<file path="config.mk">
export PLATFORM = sky130hd
export DESIGN_NAME = shade_scheduler
export DESIGN_NICKNAME = d
export VERILOG_FILES = /design/src/rtl/shade_scheduler.sv
export SDC_FILE = /design/constraint.sdc
export NUM_CORES = 1
export LEC_CHECK = 0
export BUFFER_PORTS_ARGS = -buffer_cell sky130_fd_sc_hd__buf_2
export CAP_MARGIN = 30
export CORE_AREA = 2 2 287 289
export CTS_CLUSTER_DIAMETER = 60
export CTS_CLUSTER_SIZE = 10
export DETAILED_ROUTE_END_ITERATION = 10
export DIE_AREA = 0 0 289 291
export HOLD_SLACK_MARGIN = 0.12
export PLACE_DENSITY_LB_ADDON = 0.2
export SLEW_MARGIN = 10
export SYNTH_ARGS = -nofsm -noshare
export SYNTH_HDL_FRONTEND = slang
export SYNTH_SLANG_ARGS = --single-unit
export TNS_END_PERCENT = 50
</file>
<file path="constraint.sdc">
create_clock -name clk -period 7 [get_ports clk]
set_input_delay 1.4 -clock clk [delete_from_list [all_inputs] [get_ports clk]]
set_output_delay 1.4 -clock clk [all_outputs]
set_load 0.01 [all_outputs]
</file>
<file path="src/rtl/shade_scheduler.sv">
// shade_scheduler: in-order scheduler that shares one shading pipeline between
// NUM_LANES ray-march lanes and streams shaded pixels out as AXI4-Stream video.
//
// Lane k owns pixels k, k+N, k+2N, ... and lanes are granted in strict
// rotation, so results come back in raster order. The shading pipeline cannot
// stall, so a pixel is only issued while the output FIFO has a free slot for it
// (credit = FIFO_DEPTH - fifo_count - in_flight).
//
// Ports:
//   clk, rst                 clock, synchronous active-high reset
//   frame_start, light_vec   frame start pulse and light direction (latched)
//   lane_valid/hit/normal    per-lane results; lane_ready one-hot grant
//   shade_*                  shading pipeline request / response
//   m_axis_*                 video stream out (tuser = frame start, tlast = end of line)
//   busy, frame_done         status
//
// Optional build macro SHADE_SCHED_STATS_EN adds stall_lane_cnt and
// stall_credit_cnt stall counters.

module shade_scheduler_chk #(
  parameter int CNT_W         = 5,
  parameter int MAX_IN_FLIGHT = 5
) (
  input logic             clk,
  input logic             rst,
  input logic             fifo_wr,
  input logic             fifo_full,
  input logic [CNT_W-1:0] in_flight
);
  localparam logic [CNT_W-1:0] MAX_C = CNT_W'(MAX_IN_FLIGHT);

  // A return must never land in a full FIFO; credit accounting prevents it.
  a_no_overflow: assert property (@(posedge clk) disable iff (rst) !(fifo_wr && fifo_full));

  // The pipeline holds at most its depth plus the issue register.
  a_in_flight_bound: assert property (@(posedge clk) disable iff (rst) in_flight <= MAX_C);
endmodule

module shade_scheduler #(
  parameter int NUM_LANES   = 4,
  parameter int SHADE_LAT   = 4,
  parameter int FIFO_DEPTH  = 16,
  parameter int LINE_PIXELS = 640,
  parameter int FRAME_LINES = 480,
  parameter int OUT_WIDTH   = 24
) (
  input  logic                     clk,
  input  logic                     rst,
  input  logic                     frame_start,
  input  logic [95:0]              light_vec,
  input  logic [NUM_LANES-1:0]     lane_valid,
  input  logic [NUM_LANES-1:0]     lane_hit,
  input  logic [96*NUM_LANES-1:0]  lane_normal,
  output logic [NUM_LANES-1:0]     lane_ready,
  output logic                     shade_valid_in,
  output logic                     shade_hit_in,
  output logic [95:0]              shade_normal,
  output logic [95:0]              shade_light,
  input  logic [OUT_WIDTH-1:0]     shade_out,
  input  logic                     shade_valid_out,
  output logic [OUT_WIDTH-1:0]     m_axis_tdata,
  output logic                     m_axis_tvalid,
  input  logic                     m_axis_tready,
  output logic                     m_axis_tlast,
  output logic                     m_axis_tuser,
  output logic                     busy,
  output logic                     frame_done
`ifdef SHADE_SCHED_STATS_EN
  ,
  output logic [31:0]              stall_lane_cnt,
  output logic [31:0]              stall_credit_cnt
`endif
);
  localparam int TOTAL = LINE_PIXELS * FRAME_LINES;
  localparam int PTR_W = $clog2(NUM_LANES);
  localparam int CNT_W = $clog2(FIFO_DEPTH + 1);
  localparam int AW    = $clog2(FIFO_DEPTH);
  localparam int ISS_W = (TOTAL > 1) ? $clog2(TOTAL) : 1;
  localparam int X_W   = (LINE_PIXELS > 1) ? $clog2(LINE_PIXELS) : 1;
  localparam int Y_W   = (FRAME_LINES > 1) ? $clog2(FRAME_LINES) : 1;

  localparam logic [1:0] ST_IDLE  = 2'd0;
  localparam logic [1:0] ST_RUN   = 2'd1;
  localparam logic [1:0] ST_DRAIN = 2'd2;

  localparam logic [CNT_W:0]   DEPTH_W  = (CNT_W+1)'(FIFO_DEPTH);
  localparam logic [CNT_W-1:0] DEPTH_C  = CNT_W'(FIFO_DEPTH);
  localparam logic [ISS_W-1:0] LAST_ISS = ISS_W'(TOTAL - 1);
  localparam logic [X_W-1:0]   LAST_X   = X_W'(LINE_PIXELS - 1);
  localparam logic [Y_W-1:0]   LAST_Y   = Y_W'(FRAME_LINES - 1);

  logic [1:0]           state_r;
  logic [PTR_W-1:0]     ptr_r;
  logic [ISS_W-1:0]     issued_r;
  logic [CNT_W-1:0]     in_flight_r;
  logic [CNT_W-1:0]     fifo_count_r;
  logic [AW-1:0]        wr_ptr_r;
  logic [AW-1:0]        rd_ptr_r;
  logic [OUT_WIDTH-1:0] mem_r [FIFO_DEPTH];
  logic [X_W-1:0]       x_r;
  logic [Y_W-1:0]       y_r;
  logic [95:0]          light_q_r;
  logic                 frame_done_r;

  logic [CNT_W:0]       used_s;
  logic                 credit_ok_s;
  logic                 issue_s;
  logic                 ret_s;
  logic                 rd_s;
  logic                 start_s;

  assign used_s      = {1'b0, fifo_count_r} + {1'b0, in_flight_r};
  assign credit_ok_s = (used_s < DEPTH_W);
  assign start_s     = (state_r == ST_IDLE) && frame_start;
  // Late results arriving in IDLE (e.g. after a mid-frame reset) are discarded.
  assign ret_s       = shade_valid_out && (state_r != ST_IDLE);
  assign rd_s        = m_axis_tvalid && m_axis_tready;
  assign issue_s     = lane_ready[ptr_r] && lane_valid[ptr_r];

  // Grant only the lane at the rotation pointer, and only while a slot is free.
  always_comb begin
    lane_ready = {NUM_LANES{1'b0}};
    if ((state_r == ST_RUN) && credit_ok_s) begin
      lane_ready[ptr_r] = 1'b1;
    end else begin
      lane_ready = {NUM_LANES{1'b0}};
    end
  end

  // Frame FSM, rotation pointer, issue count and light latch.
  always_ff @(posedge clk) begin
    if (rst) begin
      state_r      <= ST_IDLE;
      ptr_r        <= {PTR_W{1'b0}};
      issued_r     <= {ISS_W{1'b0}};
      light_q_r    <= 96'd0;
      frame_done_r <= 1'b0;
    end else begin
      frame_done_r <= 1'b0;
      case (state_r)
        ST_IDLE: begin
          if (frame_start) begin
            state_r   <= ST_RUN;
            ptr_r     <= {PTR_W{1'b0}};
            issued_r  <= {ISS_W{1'b0}};
            light_q_r <= light_vec;
          end
        end
        ST_RUN: begin
          if (issue_s) begin
            // NUM_LANES is a power of two, so the pointer wraps naturally.
            ptr_r    <= ptr_r + 1'b1;
            issued_r <= issued_r + 1'b1;
            if (issued_r == LAST_ISS) begin
              state_r <= ST_DRAIN;
            end
          end
        end
        ST_DRAIN: begin
          if ((in_flight_r == {CNT_W{1'b0}}) && (fifo_count_r == {CNT_W{1'b0}})) begin
            frame_done_r <= 1'b1;
            state_r      <= ST_IDLE;
          end
        end
        default: state_r <= ST_IDLE;
      endcase
    end
  end

  // Request register toward the shading pipeline; valid for one cycle per issue.
  always_ff @(posedge clk) begin
    if (rst) begin
      shade_valid_in <= 1'b0;
      shade_hit_in   <= 1'b0;
      shade_normal   <= 96'd0;
    end else begin
      shade_valid_in <= issue_s;
      shade_hit_in   <= issue_s && lane_hit[ptr_r];
      if (issue_s) begin
        shade_normal <= lane_normal[ptr_r*96 +: 96];
      end
    end
  end

  // Pixels issued but not yet returned; saturates at zero.
  always_ff @(posedge clk) begin
    if (rst) begin
      in_flight_r <= {CNT_W{1'b0}};
    end else begin
      case ({issue_s, ret_s})
        2'b10: in_flight_r <= in_flight_r + 1'b1;
        2'b01: begin
          if (in_flight_r != {CNT_W{1'b0}}) begin
            in_flight_r <= in_flight_r - 1'b1;
          end
        end
        default: in_flight_r <= in_flight_r;
      endcase
    end
  end

  // Output FIFO pointers and occupancy; reset discards contents.
  always_ff @(posedge clk) begin
    if (rst) begin
      wr_ptr_r     <= {AW{1'b0}};
      rd_ptr_r     <= {AW{1'b0}};
      fifo_count_r <= {CNT_W{1'b0}};
    end else begin
      if (ret_s) begin
        wr_ptr_r <= wr_ptr_r + 1'b1;
      end
      if (rd_s) begin
        rd_ptr_r <= rd_ptr_r + 1'b1;
      end
      case ({ret_s, rd_s})
        2'b10:   fifo_count_r <= fifo_count_r + 1'b1;
        2'b01:   fifo_count_r <= fifo_count_r - 1'b1;
        default: fifo_count_r <= fifo_count_r;
      endcase
    end
  end

  // FIFO storage (no reset needed: occupancy gates every read).
  always_ff @(posedge clk) begin
    if (ret_s) begin
      mem_r[wr_ptr_r] <= shade_out;
    end
  end

  // Output-side raster position, advanced on every accepted beat.
  always_ff @(posedge clk) begin
    if (rst || start_s) begin
      x_r <= {X_W{1'b0}};
      y_r <= {Y_W{1'b0}};
    end else if (rd_s) begin
      if (x_r == LAST_X) begin
        x_r <= {X_W{1'b0}};
        y_r <= (y_r == LAST_Y) ? {Y_W{1'b0}} : y_r + 1'b1;
      end else begin
        x_r <= x_r + 1'b1;
      end
    end
  end

  // Stream outputs come straight from the FIFO head and x/y, so they hold while stalled.
  always_comb begin
    m_axis_tvalid = 1'b0;
    m_axis_tdata  = {OUT_WIDTH{1'b0}};
    m_axis_tuser  = 1'b0;
    m_axis_tlast  = 1'b0;
    if (fifo_count_r != {CNT_W{1'b0}}) begin
      m_axis_tvalid = 1'b1;
      m_axis_tdata  = mem_r[rd_ptr_r];
      m_axis_tuser  = (x_r == {X_W{1'b0}}) && (y_r == {Y_W{1'b0}});
      m_axis_tlast  = (x_r == LAST_X);
    end else begin
      m_axis_tvalid = 1'b0;
    end
  end

  assign shade_light = light_q_r;
  assign busy        = (state_r != ST_IDLE);
  assign frame_done  = frame_done_r;

`ifdef SHADE_SCHED_STATS_EN
  logic [31:0] stall_lane_cnt_r;
  logic [31:0] stall_credit_cnt_r;

  // Stall counters: waiting on the granted lane versus waiting on credit.
  always_ff @(posedge clk) begin
    if (rst || start_s) begin
      stall_lane_cnt_r   <= 32'd0;
      stall_credit_cnt_r <= 32'd0;
    end else if (state_r == ST_RUN) begin
      if (credit_ok_s && !lane_valid[ptr_r] && (stall_lane_cnt_r != 32'hFFFF_FFFF)) begin
        stall_lane_cnt_r <= stall_lane_cnt_r + 32'd1;
      end
      if (!credit_ok_s && (stall_credit_cnt_r != 32'hFFFF_FFFF)) begin
        stall_credit_cnt_r <= stall_credit_cnt_r + 32'd1;
      end
    end
  end

  assign stall_lane_cnt   = stall_lane_cnt_r;
  assign stall_credit_cnt = stall_credit_cnt_r;
`endif

  shade_scheduler_chk #(
    .CNT_W         (CNT_W),
    .MAX_IN_FLIGHT (SHADE_LAT + 1)
  ) u_chk (
    .clk       (clk),
    .rst       (rst),
    .fifo_wr   (ret_s),
    .fifo_full (fifo_count_r == DEPTH_C),
    .in_flight (in_flight_r)
  );
endmodule

</file>
# Yosys cells after proc, flatten, opt, wreduce, memory -nomap -nowiden
# Memories as Yosys holds them, arrays and structs flattened. A register that Yosys moved wholly into a read port is not among the register bits.
# Cells that the tools add are included.
[op_classes]
addsub = 11
bitwise = 1
muxes = 34
eq_ne = 14
order_cmp = 3
shift = 1
reduce_logical = 27
n_mul = 1
[op_table]
columns = ["operator", "count"]
rows = [
  ["indexed part select 384 x 10 -> 96 bit", 1],
  ["two-way mux 19 bit", 2],
  ["case mux 19 bit (2 select lines)", 1],
  ["two-way mux 24 bit", 1],
  ["case mux 5 bit (2 select lines)", 2],
  ["adder 19 x 1 -> 19 bit (second input constant)", 1],
  ["equality test 19 bit (second input constant)", 1],
  ["two-way mux 2 bit", 6],
  ["two-way mux 4 bit", 3],
  ["adder 10 x 1 -> 10 bit (second input constant)", 1],
  ["adder 5 x 1 -> 5 bit (second input constant)", 2],
  ["equality test 10 bit (second input constant)", 1],
  ["zero test 10 bit", 1],
  ["zero test 5 bit", 2],
  ["two-way mux 1 bit", 10],
  ["two-way mux 10 bit", 1],
  ["nonzero test 5 bit", 2],
  ["subtractor 5 x 1 -> 5 bit (second input constant)", 2],
  ["adder 9 x 1 -> 9 bit (second input constant)", 1],
  ["equality test 9 bit (second input constant)", 1],
  ["logical AND 1 bit", 9],
  ["zero test 9 bit", 1],
  ["two-way mux 9 bit", 1],
  ["adder 4 x 1 -> 4 bit (second input constant)", 2],
  ["other kinds (23)", 37],
]
[totals]
ram_bits = 384
output_inout_bits = 227
in_bits = 517
register_bits = 255
memories = 1
[mem_list]
columns = ["memory", "depth", "word_bits", "rd", "rd_clocked_by_memory_dff", "wr", "line", "text"]
rows = [
  ["mem_r", 16, 24, 1, 1, 1, "99", "logic [OUT_WIDTH-1:0] mem_r [FIFO_DEPTH];"],
]

# Longest topological paths before layout
[depth]
depth_word = 11
ltp_mapped = 17

# Worst setup path after synthesis
# OpenSTA, ideal clock, no wires.
[synth_timing]
kind = "in2reg"
from = "input port lane_valid[0]"
to = "register in_flight_r[4]"
t_arrival_ns = 4.269
cell_stages = 14
slack_ns = 2.610
setup_ns = 0.121
t_required_ns = 6.879
path_cell_list = "nand2_1 > mux4_2 > or3_1 > buf_2 > clkbuf_1 > clkbuf_1 > nand2_1 > inv_1 > ha_1 > nor2b_1 > o21ai_0 > nor4b_1 > mux2i_1 > mux2_2"
[synth_between]
elab_chain_cells = 6
elab_cells_between_ends = 9
cone_classes = "eq/ne (3); mux (3); reduce/logical (3)"
[synth_lines]
columns = ["item", "line", "text"]
rows = [
  ["start: declaration", "51", "input logic [NUM_LANES-1:0] lane_valid,"],
  ["binary-select mux 1 bit (select 2 bit) (*)", "118", "assign issue_s = lane_ready[ptr_r] && lane_valid[ptr_r];"],
  ["two-way mux 1 bit (not written as such) (*)", "118", ""],
  ["logical AND 1 bit (*)", "118", ""],
  ["equality test 2 x 1 -> 1 bit / equality test 2 bit (equally long branches)", "190", "case ({issue_s, ret_s})"],
  ["!= test 2 bit (no source line) / nonzero test 2 bit (equally long branches)", "--", ""],
  ["AND reduction 2 bit (no source line)", "--", ""],
  ["end signal: assignment", "188", "in_flight_r <= {CNT_W{1'b0}};"],
  ["end signal: assignment", "191", "2'b10: in_flight_r <= in_flight_r + 1'b1;"],
  ["end signal: assignment", "194", "in_flight_r <= in_flight_r - 1'b1;"],
  ["end: declaration", "95", "logic [CNT_W-1:0] in_flight_r;"],
]
# Mark *: on every way between the ends. The rest lies on a longest branch, timed or not. The select of a mux whose other input is x is not followed.
# A chain may end at the register's enable or synchronous reset.

==> metrics <==
WL per Instance=30.7 µm; Post-Synthesis Mean Instance Area=13.8 µm²; Synth warnings=0; Detail Route Antenna Nets=0; fillers=7702; CP required=5.60 ns; Mapped Cells=1951; Worst VDD drop=0.000212 V; fin nets=3222; Vias=20200; EDFF count, synth=384; placed cell area=32000 µm²; Top FF cell, synth=edfxtp_1; Max Clock Skew=0.0617 ns; Area growth syn-to-layout=28.6%; clk sinks=643; Yosys reg bits=643; final WL=118000 µm; unrepaired setup endpoints after global routing=no; Max Freq=204 MHz; # setup viols final=0; Core Area=81200 µm²; Starting Density=33.1%; hold crit path type=flip-flop to flip-flop; pre-CTS WS=2.51 ns; Max Cap Viol=0; CP arrival=3.50 ns; clk slew on worst S/H paths=0.05 ns; GRT Residual Overflow=0; Root Buffer=clkbuf_16; routability cong.=1.09; global-route usage over all layers=27.6%; nature of the critical path endpoint=primary output; Hold WS=0.448 ns; Distinct cells, synth=47; sequential element share of the synthesized area=62.1%; final setup margin=2.10 ns; initial antenna violation count=60; Post-CTS Resized=0; design area=34600 µm²; cts hold-fix bufs=0; Iter 0 DRT Violations=1739; overall die area=84100 µm²; Port Buffer Count=743; min Tclk post-route=4.90 ns; status=finished, final reports clean; Leak=12.8 nW; synthesized net count=2495; postcts setup bufs=0; Num CTS Buffers=79; Die Y-Extent=291 µm; WS Path Type=flip-flop to primary output; period utilization=70.0%; Synth Cell Area=26900 µm²; Clock Latency Late Sink=0.64 ns; vias in the first global route=19800; H-tree Lvls=3; global-route wire length before repair=160000 µm; Final Hold Fails=0; via density per instance=5.28; ranking of synthesized cells by area=edfxtp_1 (43%), dfxtp_1 (19%), mux4_2 (18%), nand2_1 (5.9%), a21oi_1 (4.2%); async set-reset flop share out of synthesis=0%; CTS max path bufs=3; Setup crit start kind=flip-flop; setup TNS=0 ns; crit path max fanout=59; First-pass DRT Iterations=5; largest net degree at the start of global routing=147; Synth area leader=edfxtp_1; die width=289 µm; Residual DRC=0; layout cells sized above 1=41.2%; Slew @ Worst Pin=1.01 ns; Std-Cell Rows=105; top cell type's share of synthesized area=42.8%; hpwl dp=90400 µm; Slew HR=32.9%; PwrDens=295 nW/µm²; Top Ports=744; total power=10.2 mW; TritonCTS clock tree=yes; Final Slew Violations=0
## registers in the layout (all words and copies together) (netlist names), 2 cells and up, named ones only
name / count
mem_r: 384
shade_light: 96
shade_normal: 96
issued_r: 19
x_r: 10
y_r: 9
fifo_count_r: 5
in_flight_r: 5
rd_ptr_r: 4
wr_ptr_r: 4
ptr_r: 2
state_r: 2
## layout by cell type (no fill, tap or decap), types with 5 or more instances in the layout
cell	netlist	final
nand2b_1	6	6
ha_1	25	25
nor3_2	0	5
buf_2	17	742
nand2_1	425	424
and2_1	33	32
xor2_1	10	10
o31ai_1	9	9
nor3_1	13	8
buf_4	1	24
edfxtp_1	384	384
diode_2	0	22
nand3_1	20	20
or4_1	12	12
dfxtp_1	259	253
o21ai_0	6	5
nor2_1	57	45
nand4_1	9	9
nor2_4	0	12
a21oi_1	228	228
xnor2_1	16	16
buf_16	0	8
and4_1	5	5
mux4_2	218	218
clkbuf_16	0	80
nor4_1	9	9
clkbuf_1	108	42
inv_1	22	22
## cells by family after synthesis
logic type | after synthesis | synth area share, %
and+or+nand+nor | 617 | 9.96
buffers and inverters | 158 | 2.30
AOI/OAI and AO/OA | 256 | 4.99
xor gates and xnor gates | 26 | 0.846
DFF | 643 | 62.1
adders and majority gates | 27 | 1.31
muxes | 224 | 18.5
## power by group
| group | switching [mW] | internal [mW] |
|---|---|---|
| combinational | 1.08 | 0.926 |
| clock | 1.64 | 2.27 |
| sequential | 0.167 | 4.11 |
## layout make-up
cell class              count  area [µm²]  area share [%]
repair buffers            779        4200            12.1
clock buffers             123        2170            6.28
inverters                  25        93.8           0.271
diodes                     22        55.1           0.159
multi-input cells        1150        9710            28.1
well taps                1070        1340            3.87
clock inverters            16         299           0.864
flip-flops and latches    643       16700            48.4
## stage by stage
step,instances,util [%]
floorplan,1951,-
global placement,3657,39.2
detailed placement,3662,39.4
CTS,3801,42.4
global route,3817,42.6
finish,3828,42.6
## path summary, 6_finish.rpt
path | start | depth (start not counted) | slack, ns | endpoint
max reg2reg | ptr_r[0] | 13 | 2.94 | in_flight_r[4]
max | flip-flop | 5 | 2.10 | m_axis_tdata[18]
min reg2reg | shade_light[78] | 2 | 0.45 | shade_light[78]
min | shade_light[78] | 2 | 0.45 | shade_light[78]
## worst max-delay path: stages, from the launching register on
cell,delay [ns]
dfxtp_4,0.88
buf_12,0.50
mux4_2,0.57
mux4_2,0.47
and2_1,0.21
buf_2,0.16
## synthesized netlist by cell type (5+ instances only)
cell	instances
a21oi_1	228
and2_1	33
and4_1	5
buf_1	7
buf_2	17
clkbuf_1	108
dfxtp_1	259
edfxtp_1	384
ha_1	25
inv_1	22
mux4_2	218
nand2_1	425
nand2b_1	6
nand3_1	20
nand4_1	9
nor2_1	57
nor3_1	13
nor4_1	9
o21ai_0	6
o31ai_1	9
or4_1	12
xnor2_1	16
xor2_1	10
## metal layers
layer,global-route usage [%],share of wire (%)
met1,36.3,40
met2,41.2,44
met3,10.7,12
met4,9.89,3.9
met5,0,0.10
Power figures use the tool's default switching activity.
